**config.mk**
```make
export PLATFORM = sky130hd
export DESIGN_NAME = if_fetch_stage
export DESIGN_NICKNAME = d
export VERILOG_FILES = /design/src/rtl/if_fetch_stage.sv
export SDC_FILE = /design/constraint.sdc
export NUM_CORES = 1
export LEC_CHECK = 0
export ABC_AREA = 1
export CAP_MARGIN = 40
export CORE_ASPECT_RATIO = 0.9
export CORE_MARGIN = 2
export CORE_UTILIZATION = 52
export CTS_CLUSTER_DIAMETER = 80
export CTS_CLUSTER_SIZE = 20
export DETAILED_ROUTE_END_ITERATION = 8
export GPL_TIMING_DRIVEN = 0
export PLACE_DENSITY = 0.8
export SYNTH_ARGS = -nofsm -noshare
export SYNTH_HDL_FRONTEND = slang
export SYNTH_SLANG_ARGS = --single-unit
```
**constraint.sdc**
```tcl
create_clock -name clk -period 7.3 [get_ports clk]
set_input_delay 1.095 -clock clk [delete_from_list [all_inputs] [get_ports clk]]
set_output_delay 1.095 -clock clk [all_outputs]
set_load 0.005 [all_outputs]
```
**src/rtl/if_fetch_stage.sv**
```systemverilog
// if_fetch_stage: RISC-V IF stage with PC, single-outstanding imem handshake, skid buffer and IF/ID register.
// Optional FETCH_PERF_CNT_EN adds fetch/drop performance counters.
module if_fetch_stage #(
    parameter int XLEN = 32,
    parameter logic [XLEN-1:0] RESET_PC = '0,
    parameter logic [XLEN-1:0] NOP_INSTR = XLEN'(32'h0000_0013)
) (
    input  logic            clk,
    input  logic            rst,
    input  logic            stall_PC_IF,
    input  logic            stall_IF_ID,
    input  logic            flush_IF_ID,
    input  logic            redirect_en,
    input  logic [XLEN-1:0] redirect_pc,
    output logic            imem_req,
    output logic [XLEN-1:0] imem_addr,
    input  logic            imem_gnt,
    input  logic            imem_rvalid,
    input  logic [XLEN-1:0] imem_rdata,
    output logic [XLEN-1:0] ID_pc,
    output logic [XLEN-1:0] ID_instr,
`ifdef FETCH_PERF_CNT_EN
    output logic [31:0]     perf_fetch_cnt,
    output logic [31:0]     perf_drop_cnt,
`endif
    output logic            ID_valid
);
    typedef enum logic [1:0] {REQ, WAIT, HOLD, DROP} state_e;
    state_e          state_q;
    logic [XLEN-1:0] pc_q, req_pc_q, hold_instr_q, hold_pc_q;
    logic [XLEN-1:0] id_pc_q, id_instr_q;
    logic            id_valid_q;
    logic            wait_rsp, flush_id, load_wait, load_hold, load;
    assign imem_req  = (state_q == REQ) && !stall_PC_IF && !redirect_en && !rst;
    assign imem_addr = pc_q;
    assign wait_rsp  = (state_q == WAIT) && imem_rvalid;
    assign flush_id  = flush_IF_ID || redirect_en;
    assign load_wait = !flush_id && !stall_IF_ID && wait_rsp;
    assign load_hold = !flush_id && !stall_IF_ID && (state_q == HOLD);
    assign load      = load_wait || load_hold;
    assign ID_pc     = id_pc_q;
    assign ID_instr  = id_instr_q;
    assign ID_valid  = id_valid_q;
    always_ff @(posedge clk or posedge rst) begin
        if (rst) begin
            state_q      <= REQ;
            pc_q         <= RESET_PC;
            req_pc_q     <= '0;
            hold_instr_q <= NOP_INSTR;
            hold_pc_q    <= '0;
            id_pc_q      <= '0;
            id_instr_q   <= NOP_INSTR;
            id_valid_q   <= 1'b0;
        end else begin
            case (state_q)
                REQ: if (imem_req && imem_gnt) begin
                    req_pc_q <= pc_q;
                    pc_q     <= pc_q + XLEN'(4);
                    state_q  <= WAIT;
                end
                WAIT: if (imem_rvalid) begin
                    state_q      <= (stall_IF_ID && !redirect_en) ? HOLD : REQ;
                    hold_instr_q <= imem_rdata;
                    hold_pc_q    <= req_pc_q;
                end else if (redirect_en) begin
                    state_q <= DROP;
                end
                HOLD: if (redirect_en || !stall_IF_ID) state_q <= REQ;
                DROP: if (imem_rvalid) state_q <= REQ;
            endcase
            // redirect overrides any increment from a grant (which cannot coincide anyway)
            if (redirect_en) pc_q <= redirect_pc;
            if (flush_id) begin
                id_valid_q <= 1'b0;
                id_instr_q <= NOP_INSTR;
            end else if (!stall_IF_ID) begin
                id_valid_q <= load;
                id_instr_q <= load_wait ? imem_rdata : load_hold ? hold_instr_q : NOP_INSTR;
                if (load) id_pc_q <= load_wait ? req_pc_q : hold_pc_q;
            end
        end
    end
`ifdef FETCH_PERF_CNT_EN
    logic [31:0] fetch_cnt_q, drop_cnt_q;
    logic        drop;
    assign drop = (redirect_en && (wait_rsp || state_q == HOLD)) || (state_q == DROP && imem_rvalid);
    assign perf_fetch_cnt = fetch_cnt_q;
    assign perf_drop_cnt  = drop_cnt_q;
    always_ff @(posedge clk or posedge rst) begin
        if (rst) begin
            fetch_cnt_q <= '0;
            drop_cnt_q  <= '0;
        end else begin
            fetch_cnt_q <= fetch_cnt_q + 32'(load);
            drop_cnt_q  <= drop_cnt_q + 32'(drop);
        end
    end
`endif
endmodule

```
Word-level counts from Yosys, hierarchy flattened
Cells that the tools add are included.
Operators by class
  divide/modulo/power cells: 0
  multiply operators: 0
  shifts and indexed selects: 0
  mux-type cells: 17
  reductions and logical operators: 25
  equality and inequality tests: 8
  add/subtract/negate cells: 1
  magnitude comparators: 0
  bitwise gates (word level): 2
Operators with widths (count)
  32-bit 2-to-1 mux: 8
  32-bit by 3-bit adder with 32-bit output, second input constant: 1
  2-bit 2-to-1 mux: 6
  1-bit logical AND: 9
  2-bit one-hot mux with 4 select lines: 1
  2-bit by 1-bit inequality test with 1-bit output, second input constant: 3
  2-bit AND reduction: 3
  1-bit zero test: 5
  2-bit == test, second input constant: 2
  4-bit AND reduction: 1
  2-bit nonzero test: 2
  1-bit logical OR: 3
  3-bit inequality test, second input constant: 1
  3-bit AND reduction: 1
  2-bit by 1-bit == test with 1-bit output, second input constant: 1
  2-bit zero test: 1
  1-bit 2-to-1 mux: 2
  2-bit inequality test, second input constant: 1
  1-bit inverter: 2
Storage, ports and cells
  bits in read-only memories: 0
  input bits: 72
  memories kept: 0
  bits in latches: 0
  register bits: 195
  output and inout port bits: 98
  RAM bits: 0

Longest topological paths before layout
Gate-level depths: netlist of the first run.
  word-level depth: 8
  mapped depth: 9
  depth with buffers taken out: 9

Least setup slack after synthesis of the first run
No wires, ideal clock.
  path kind: input-to-reg
  start point: in rst
  end point: reg pc_q[23], in the netlist imem_addr[23]
  buffers on the path: 1
  library setup time: 0.117 ns
  required time: 7.183 ns
  arrival: 6.251 ns
  slack: 0.932 ns
  stages: 7
  cell sequence: inv_1 > nand4_2 > nand2_1 > clkbuf_2 > o21ai_0 > inv_1 > nand2_1
On the way
  word-level cells in the longest chain between the ends: 5
Ends and longest elaborated chain
  start, declared: RTL line 9  | input logic rst,
  1-bit zero test (no line)
  1-bit logical AND: RTL line 34  | assign imem_req = (state_q == REQ) && !stall_PC_IF && !redirect_en && !rst;
  1-bit logical AND: RTL line 56  | REQ: if (imem_req && imem_gnt) begin
  2-bit nonzero test (no line)
  2-bit AND reduction (no line)
  end signal, assigned: RTL line 58  | pc_q <= pc_q + XLEN'(4);
  end signal, assigned: RTL line 72  | if (redirect_en) pc_q <= redirect_pc;
  end, declared: RTL line 30  | logic [XLEN-1:0] pc_q, req_pc_q, hold_instr_q, hold_pc_q;
Every way passes these cells.
A chain may end at the register's enable or synchronous reset.

Final worst setup path of the first run
  start point: in redirect_en
  end point: out imem_req
On the way
  word-level cells in the longest chain between the ends: 3
Ends and longest elaborated chain
  start, declared: RTL line 13  | input logic redirect_en,
  1-bit zero test: RTL line 34
  1-bit logical AND (2 in a row): RTL line 34
  end, declared: RTL line 15  | output logic imem_req,
Every way passes these cells.

==> flow_summary_export.csv, run 1 <==
group,metric,value,unit
outcome,status,"finished clean",
drt,dr.pass1.iters,7,
sta,fin_crit,4.08,ns
setup_path,crit_path_cell_trace,"clkdlybuf4s50_1 -> buf_2 -> buf_1 -> nor3_1 -> clkdlybuf4s50_1",
place,pre_cts_ws,3.24,ns
clocking,cts_made_buffers,17,
synthesis,netlist_area,8680,um^2
setup_path,critPathMostFrequentCell,"clkdlybuf4s50_1",
final_layout,drive_above_1_share,0.0643,
clocking,clk_path_buf_depth,2,
clocking,clock_sinks,195,
setup_path,crit_type,"input pin to primary output",
setup_path,cp_data_arrival_time,2.98,ns
floorplanning,num_io_pins,170,
setup_path,cp-end-kind,"primary output",
sta,slew_viol_final,0,
setup_path,crit_fanout,10,
setup_path,slowest_delay,0.60,ns
synthesis,synth-seq-cells,195,
power,p_sw_frac,0.324,
synthesis,synthTopCellsByCount,"nand2_1 (336), dfrtp_1 (189), o21ai_0 (127)",
place,place.gp.congestion,0.937,
drt,drt_iter0_markers,671,
setup_path,crit_slowest_cell,"clkdlybuf4s50_1",
setup_path,cp_top_family,"buffers and inverters",
power,p_clk_frac,0.266,
power,p_leak,5.20,nW
floorplanning,fp.dieW,140,um
grt,grt_first_pass_wirelength,40000,um
power,p_int,2.42,mW
final_layout,final_util,0.693,
synthesis,ys.flop_type,"dfrtp_1",
synthesis,synth_top_area_share,0.545,
setup_path,start_kind,"input pin",
clocking,cts-htree-levels,4,
power,power_density,318,nW/um^2
synthesis,yosysSeqAreaShare,0.563,
synthesis,synth_nets,1116,
synthesis,synth-async-reset-ratio,1.00,
floorplanning,initial_utilization,0.535,
clocking,clk_pin_slew,0.07,ns
drt,avgRoutedWirePerCell,17.0,um
drt,antenna_left,0,
grt,grt.total_usage,0.288,
drt,drc,0,
sta,tightest_slew,0.589,ns
synthesis,synth_edf_count,0,
clocking,cts_hold_buf,0,
hold_path,hold_class,"flip-flop to flip-flop",
floorplanning,die_h,127,um
grt,antenna_found_initial,0,
grt,grt-ovfl-total,0,
setup_path,cp_data_required_time,6.20,ns
clocking,insertion_delay,0.44,ns
floorplanning,rows,44,
sta,skew,0.00685,ns
floorplanning,fp.dieArea,17800,um^2
floorplanning,core_area,16200,um^2
power,seq_power_share,0.470,
clocking,clockRootBuffer,"clkbuf_16",
synthesis,synth_area_leaders,"dfrtp_1 (54%), nand2_1 (15%), o21ai_0 (7.3%), inv_1 (4.3%), nand3_1 (3.7%)",
sta,setup_viol,0,
synthesis,synth_top_cell_by_area,"dfrtp_1",
drt,drt-total-wl,24700,um
drt,vias,8014,
synthesis,yosysWarnings,0,
final_layout,diodes,0,
sta,hold_violations,0,
sta,fin_crit_sh,0.558,
setup_path,cp_num_buf_inv,4,
grt,grt_max_degree,121,
place,io_buffers,169,
drt,viasPerCell,5.52,
clocking,ctsResizeCount,0,
final_layout,area_growth,29.6,%
clocking,cts_tree,"built",
job,max_cap_viol_count,0,
sta,slew_headroom,0.607,
final_layout,nNetsFinal,1305,
sta,max_freq,0.245,GHz
synthesis,synthCells,1043,
clocking,post_cts_buffers,0,
synthesis,synth_most_common_cell,"nand2_1",
power,switchingPower,1.16,mW
power,combinationalPowerShare,0.264,
power,ir_drop,0.206,mV
grt,grt_pass1_vias,7576,
synthesis,avgSynthCellArea,8.33,um^2
place,dpl.hpwl,17600,um
sta,fin_ws,3.22,ns
synthesis,yosysUniqueCellTypes,33,
sta,rsz0062_at_grt,"false",
-- power groups by stage --
stage | Sequential, mW | Clock (mW) | Combinational (mW)
global route | 1.72 | 1.00 | 1.06
detailed placement | 1.69 | 0 | 0.937
floorplan | 1.64 | 0 | 0.484
CTS | 1.68 | 0.954 | 0.946
finish | 1.68 | 0.953 | 0.944
global placement | 1.68 | 0 | 0.901
-- registers in the layout (all words and copies together) (netlist names) --
name / count
hold_instr_q: 32
ID_instr: 32
state_q: 2
hold_pc_q: 32
ID_valid: 1
imem_addr: 32
req_pc_q: 32
ID_pc: 32
-- per-stage QoR --
stage	cell area (um^2)	std cells	power, mW	hold WS [ns]	setup TNS, ns
after floorplan	8680	1043	2.12	0.444	0
after global placement	10600	1419	2.59	0.451	-424.50
after detailed placement	10700	1420	2.63	0.460	0
after CTS	11300	1452	3.58	0.473	0
after global routing	11300	1452	3.78	0.481	0
final	11300	1452	3.58	0.472	0
-- layout by cell type (no fill, tap or decap), types with 5 or more instances in the layout --
master,n
clkdlybuf4s50_1,169
nand3_1,65
clkbuf_1,18
o221ai_1,20
dfstp_2,6
dfrtp_1,189
o22ai_1,8
nor2_1,75
clkbuf_16,17
a21oi_1,14
nand2_1,336
o211ai_1,10
buf_2,27
nor2_2,5
o21ai_0,127
a22oi_1,12
inv_1,98
-- per-layer routing --
| layer | GRT usage | vias to the layer above | part of all wire | wire length, um |
|---|---|---|---|---|
| met1 | 0.414 | 3859 | 0.44 | 11000 |
| li1 | - | 3762 | - | - |
| met4 | 0.0856 | 0 | 0.021 | 510 |
| met5 | 0 | - | 0 | 0 |
| met3 | 0.0612 | 33 | 0.084 | 2070 |
| met2 | 0.446 | 360 | 0.45 | 11200 |
-- worst paths after layout --
kind	to	depth (start not counted)	startpoint	slack [ns]
max reg2reg	imem_addr[24]$_DFFE_PP0P_	7	state_q[1]$_DFFE_PP0P_	5.35
min reg2reg	hold_instr_q[1]$_DFFE_PP1N_	2	hold_instr_q[1]$_DFFE_PP1N_	0.47
min in group asynchronous	imem_addr[21]$_DFFE_PP0P_	2	rst	1.14
max in group asynchronous	ID_pc[6]$_DFFE_PP0P_	3	rst	5.21
min	hold_instr_q[1]$_DFFE_PP1N_	2	hold_instr_q[1]$_DFFE_PP1N_	0.47
max	imem_req	5	redirect_en	3.22
-- worst min-delay path: cells and delay by family, from the launching register on --
family           cells  cell delay [ns]
flip-flops           1             0.37
AND/OR/NAND/NOR      2             0.10
-- cell type report --
class / count / area (um^2)
fill: 1314 / 4980
clock inverter: 12 / 143
sequential: 195 / 4890
tap: 207 / 259
clock buffer: 20 / 447
multi-input combinational: 694 / 3170
inverter: 104 / 398
buffer: 50 / 234
timing repair buffer: 170 / 1720
-- cells by family (layout without fill, tap and decap cells) --
logic type,count (synthesis),in the layout,synth area share
AO/OA/AOI/OAI,198,198,0.131
XOR/XNOR,5,5,0.00504
adder cells (fa/ha/maj),1,1,0.00144
buffers and inverters,154,356,0.0719
flip-flops,195,195,0.563
AND/OR/NAND/NOR,490,490,0.228
Note: power is estimated with default switching activity, not from simulation.
==> run 2: changes to the inputs <==
==> constraint.sdc (replaced) <==
create_clock -name clk -period 3.9 [get_ports clk]
set_input_delay 0.585 -clock clk [delete_from_list [all_inputs] [get_ports clk]]
set_output_delay 0.585 -clock clk [all_outputs]
set_load 0.005 [all_outputs]
==> flow_summary_export.csv, run 2 (synthesis results as in run 1) <==
group,metric,value,unit
floorplanning,initial_utilization,0.535,
setup_path,crit_path_cell_trace,"clkdlybuf4s50_1 -> buf_2 -> buf_1 -> nor3_1 -> clkdlybuf4s50_1",
sta,max_freq,0.333,GHz
setup_path,crit_slowest_cell,"clkdlybuf4s50_1",
final_layout,drive_above_1_share,0.0729,
sta,slew_viol_final,0,
sta,holdWs,0.473,ns
sta,fin_crit,3.01,ns
setup_path,r2r_cells,7,
clocking,post_cts_buffers,0,
setup_path,r2r_setup_slack,1.97,ns
sta,skew,0.00867,ns
drt,antenna_left,0,
clocking,clk_path_buf_depth,2,
hold_path,whs_endpoint,"hold_instr_q[0]$_DFFE_PP1N_",
hold_path,hp-start,"hold_instr_q[0]$_DFFE_PP1N_",
drt,avgRoutedWirePerCell,17.2,um
hold_path,hold_depth,2,
sta,tightest_slew,0.601,ns
power,ir_drop,0.358,mV
sta,slew_headroom,0.600,
setup_path,timing.rr.start,"state_q[1]$_DFFE_PP0P_",
final_layout,nNetsFinal,1309,
grt,antenna_found_initial,0,
final_layout,layout_commonest_cell,"nand2_1",
place,dpl.hpwl,18100,um
drt,dr.pass1.iters,5,
grt,grt_pass1_vias,7881,
drt,drc,0,
drt,drt_iter0_markers,631,
clocking,cts_made_buffers,17,
final_layout,area_growth,30.7,%
setup_path,slowest_delay,0.58,ns
setup_path,cp_data_required_time,3.31,ns
floorplanning,fp.dieArea,17800,um^2
floorplanning,rows,44,
clocking,cts-htree-levels,4,
sta,setup_viol,0,
power,p_leak,5.23,nW
power,report.power.total,6.65,mW
outcome,status,"finished clean",
drt,viasPerCell,5.49,
drt,drt-total-wl,25000,um
clocking,ctsResizeCount,0,
floorplanning,core_area,16200,um^2
clocking,clock_sinks,195,
floorplanning,fp.dieW,140,um
drt,vias,7991,
clocking,cts_hold_buf,0,
grt,grt_first_pass_wirelength,40500,um
place,io_buffers,169,
setup_path,r2r_end,"imem_addr[24]$_DFFE_PP0P_",
grt,grt.total_usage,0.291,
place,place.gp.congestion,0.925,
setup_path,cp_data_arrival_time,2.42,ns
setup_path,crit_type,"input pin to primary output",
sta,hold_violations,0,
sta,fin_crit_sh,0.771,
clocking,clockRootBuffer,"clkbuf_16",
final_layout,final_cell_mix,"nand2_1 (336), dfrtp_1 (189), clkdlybuf4s50_1 (169), o21ai_0 (124), inv_1 (98)",
setup_path,crit_fanout,10,
job,max_cap_viol_count,0,
clocking,insertion_delay,0.44,ns
setup_path,cp-end-kind,"primary output",
floorplanning,die_h,127,um
power,power_density,586,nW/um^2
setup_path,critPathMostFrequentCell,"clkdlybuf4s50_1",
grt,grt-ovfl-total,0,
grt,grt_max_degree,40,
clocking,clk_pin_slew,0.07,ns
floorplanning,num_io_pins,170,
setup_path,startpoint,"redirect_en",
setup_path,start_kind,"input pin",
hold_path,hold_class,"flip-flop to flip-flop",
clocking,cts_tree,"built",
final_layout,diodes,0,
sta,rsz0062_at_grt,"false",
[run 2: cell types whose count changed in the layout (fill, tap and decap cells not counted), sizes merged]
cell      before  now
clkinvlp       2    4
clkbuf        37   36
clkinv         6    9
bufinv         2    1
inv          106  103
buf           34   38
[run 2: how the worst max path moves through the flow]
stage | end | depth (start not counted)
global route | imem_req | 5
detailed placement | req_pc_q[4]$_DFFE_PP0P_ | 7
CTS | imem_req | 5
finish | imem_req | 5
global placement | imem_addr[20]$_DFFE_PP0P_ | 8
floorplan | req_pc_q[0]$_DFFE_PP0P_ | 5
[run 2: critical path, delay by kind of cell]
kind	cells	cell delay, ns
buf+inv	4	1.73
simple gates	1	0.11
[run 2: final cells by class]
type / instances / area (um^2)
tap: 207 / 259
multi-input combinational: 694 / 3200
fill: 1285 / 4890
clock buffer: 19 / 443
buffer: 50 / 253
timing repair buffer: 174 / 1790
inverter: 104 / 395
sequential: 195 / 4890
clock inverter: 13 / 126
[run 2: routing by layer]
layer / part of all wire / wire [um] / vias to the layer above / GRT usage
met2: 0.45 / 11100 / 384 / 0.440
met3: 0.088 / 2200 / 47 / 0.0661
met4: 0.028 / 707 / 0 / 0.105
met1: 0.44 / 11000 / 3790 / 0.419
met5: 0 / 0 / - / 0
li1: - / - / 3770 / -
[run 2: stage by stage]
stage	setup WS (ns)	cells	util	area, um^2	TNS [ns]
floorplan	-0.772	1043	-	8730	-47.07
global placement	-3.00	1419	0.658	10700	-325.31
detailed placement	0.872	1424	0.664	10800	0
CTS	0.914	1456	0.699	11400	0
global route	0.836	1456	0.699	11400	0
finish	0.893	1456	0.699	11400	0
[run 2: where the power goes]
group          internal, mW  switching [mW]
Clock                 0.907           0.796
Sequential             2.71           0.453
Combinational         0.855           0.936
==> run 3: changes to the inputs <==
--- a/config.mk
+++ b/config.mk
@@ -9,12 +9,12 @@
 export CAP_MARGIN = 40
 export CORE_ASPECT_RATIO = 0.9
 export CORE_MARGIN = 2
-export CORE_UTILIZATION = 52
+export CORE_UTILIZATION = 47
 export CTS_CLUSTER_DIAMETER = 80
 export CTS_CLUSTER_SIZE = 20
 export DETAILED_ROUTE_END_ITERATION = 8
 export GPL_TIMING_DRIVEN = 0
-export PLACE_DENSITY = 0.8
+export PLACE_DENSITY = 0.77
 export SYNTH_ARGS = -nofsm -noshare
 export SYNTH_HDL_FRONTEND = slang
 export SYNTH_SLANG_ARGS = --single-unit
==> constraint.sdc (replaced) <==
create_clock -name clk -period 2.7 [get_ports clk]
set_input_delay 0.405 -clock clk [delete_from_list [all_inputs] [get_ports clk]]
set_output_delay 0.405 -clock clk [all_outputs]
set_load 0.005 [all_outputs]
==> flow_summary_export.csv, run 3 (synthesis results as in run 1) <==
group,metric,value,unit
clocking,insertion_delay,0.45,ns
floorplanning,fp.dieW,147,um
floorplanning,num_io_pins,170,
power,p_leak,5.27,nW
grt,antenna_found_initial,0,
sta,hold_violations,0,
place,dpl.hpwl,18400,um
floorplanning,die_h,133,um
outcome,status,"finished clean",
drt,dr.pass1.iters,5,
clocking,ctsResizeCount,0,
drt,drc,0,
grt,grt-ovfl-total,0,
floorplanning,core_area,18200,um^2
clocking,cts_made_buffers,17,
sta,fin_crit_sh,0.910,
grt,grt_max_degree,39,
drt,drt-total-wl,25200,um
sta,rsz0062_at_grt,"false",
sta,fin_crit,2.46,ns
floorplanning,fp.dieArea,19600,um^2
place,post-place-cells,1463,
clocking,cts_hold_buf,0,
clocking,clk_pin_slew,0.07,ns
setup_path,crit_fanout,19,
sta,tightest_slew,0.575,ns
final_layout,drive_above_1_share,0.0745,
grt,grt_pass1_vias,7819,
final_layout,layout_commonest_cell,"nand2_1",
place,place.gp.congestion,0.898,
sta,skew,0.0121,ns
setup_path,cp_data_arrival_time,2.05,ns
clocking,clockRootBuffer,"clkbuf_16",
drt,drt_iter0_markers,521,
sta,slew_viol_final,0,
drt,avgRoutedWirePerCell,16.9,um
drt,viasPerCell,5.27,
sta,setup_viol,0,
final_layout,diodes,0,
clocking,clk_path_buf_depth,2,
place,placed_cell_area,10900,um^2
drt,vias,7875,
grt,grt.total_usage,0.265,
place,io_buffers,169,
setup_path,cp-end-kind,"primary output",
power,ir_drop,0.495,mV
clocking,cts_tree,"built",
clocking,cts-htree-levels,4,
drt,antenna_left,0,
clocking,post_cts_buffers,0,
final_layout,fin_cells,1494,
hold_path,hold_class,"input pin to async pin",
power,report.power.total,9.78,mW
job,max_cap_viol_count,0,
final_layout,area_growth,32.0,%
grt,grt_first_pass_wirelength,40700,um
clocking,clock_sinks,195,
setup_path,start_kind,"input pin",
floorplanning,initial_utilization,0.476,
final_layout,design_area,11500,um^2
final_layout,nNetsFinal,1309,
floorplanning,rows,47,
power,power_density,854,nW/um^2
setup_path,cp_data_required_time,2.30,ns
sta,max_freq,0.407,GHz
final_layout,final_cell_mix,"nand2_1 (336), dfrtp_1 (189), clkdlybuf4s50_1 (169), o21ai_0 (124), inv_1 (98)",
setup_path,crit_type,"input pin to primary output",
sta,slew_headroom,0.617,
## run 3: cell count changes in the layout (fill, tap and decap cells not counted), moves of 2 or more
cell,previous run,this run
inv_6,2,7
clkinv_4,4,0
clkinvlp_4,4,1
clkinv_8,0,2
## run 3: layout make-up
type | count | area, um^2
Fill cell | 1549 | 6770
Sequential cell | 195 | 4890
Multi-Input combinational cell | 694 | 3200
Timing Repair Buffer | 175 | 1810
Clock buffer | 17 | 425
Inverter | 104 | 395
Tap cell | 245 | 307
Buffer | 49 | 249
Clock inverter | 15 | 186
## run 3: through the flow
step                       util  TNS [ns]  hold WS (ns)  setup WS [ns]
after floorplan               -   -157.04         0.444          -1.79
after CTS                 0.629         0         0.294          0.247
final                     0.629         0         0.289          0.242
after global routing      0.629         0         0.294          0.185
after global placement    0.589   -603.72         0.452          -4.04
after detailed placement  0.595   -0.0167         0.459        -0.0167
## run 3: worst max-delay path, stage by stage
cell             delay (ns)
clkdlybuf4s50_1        0.56
buf_2                  0.33
nor3_1                 0.22
clkdlybuf4s50_1        0.53
## run 3: final timing paths
check	from	slack, ns	depth (start not counted)	to
max in group asynchronous	rst	1.38	5	ID_instr[4]$_DFFE_PP1P_
setup reg to reg	state_q[1]$_DFFE_PP0P_	0.78	7	imem_addr[24]$_DFFE_PP0P_
setup / recovery	redirect_en	0.24	4	imem_req
hold reg to reg	hold_instr_q[0]$_DFFE_PP1N_	0.47	2	hold_instr_q[0]$_DFFE_PP1N_
min in group clk	hold_instr_q[0]$_DFFE_PP1N_	0.47	2	hold_instr_q[0]$_DFFE_PP1N_
hold / removal	rst	0.29	2	imem_addr[23]$_DFFE_PP0P_
## run 3: power breakdown
| part | switching [mW] | internal [mW] | total (mW) |
|---|---|---|---|
| clock network | 1.23 | 1.41 | 2.64 |
| registers | 0.650 | 3.91 | 4.56 |
| logic | 1.34 | 1.24 | 2.58 |
| total | 3.22 | 6.56 | 9.78 |
## run 3: metal layers
layer	wire length, um	track usage	up-vias
met5	0	0	-
met4	592	0.0801	0
met1	11600	0.382	3747
met3	1800	0.0638	40
met2	11200	0.400	315
li1	-	-	3773
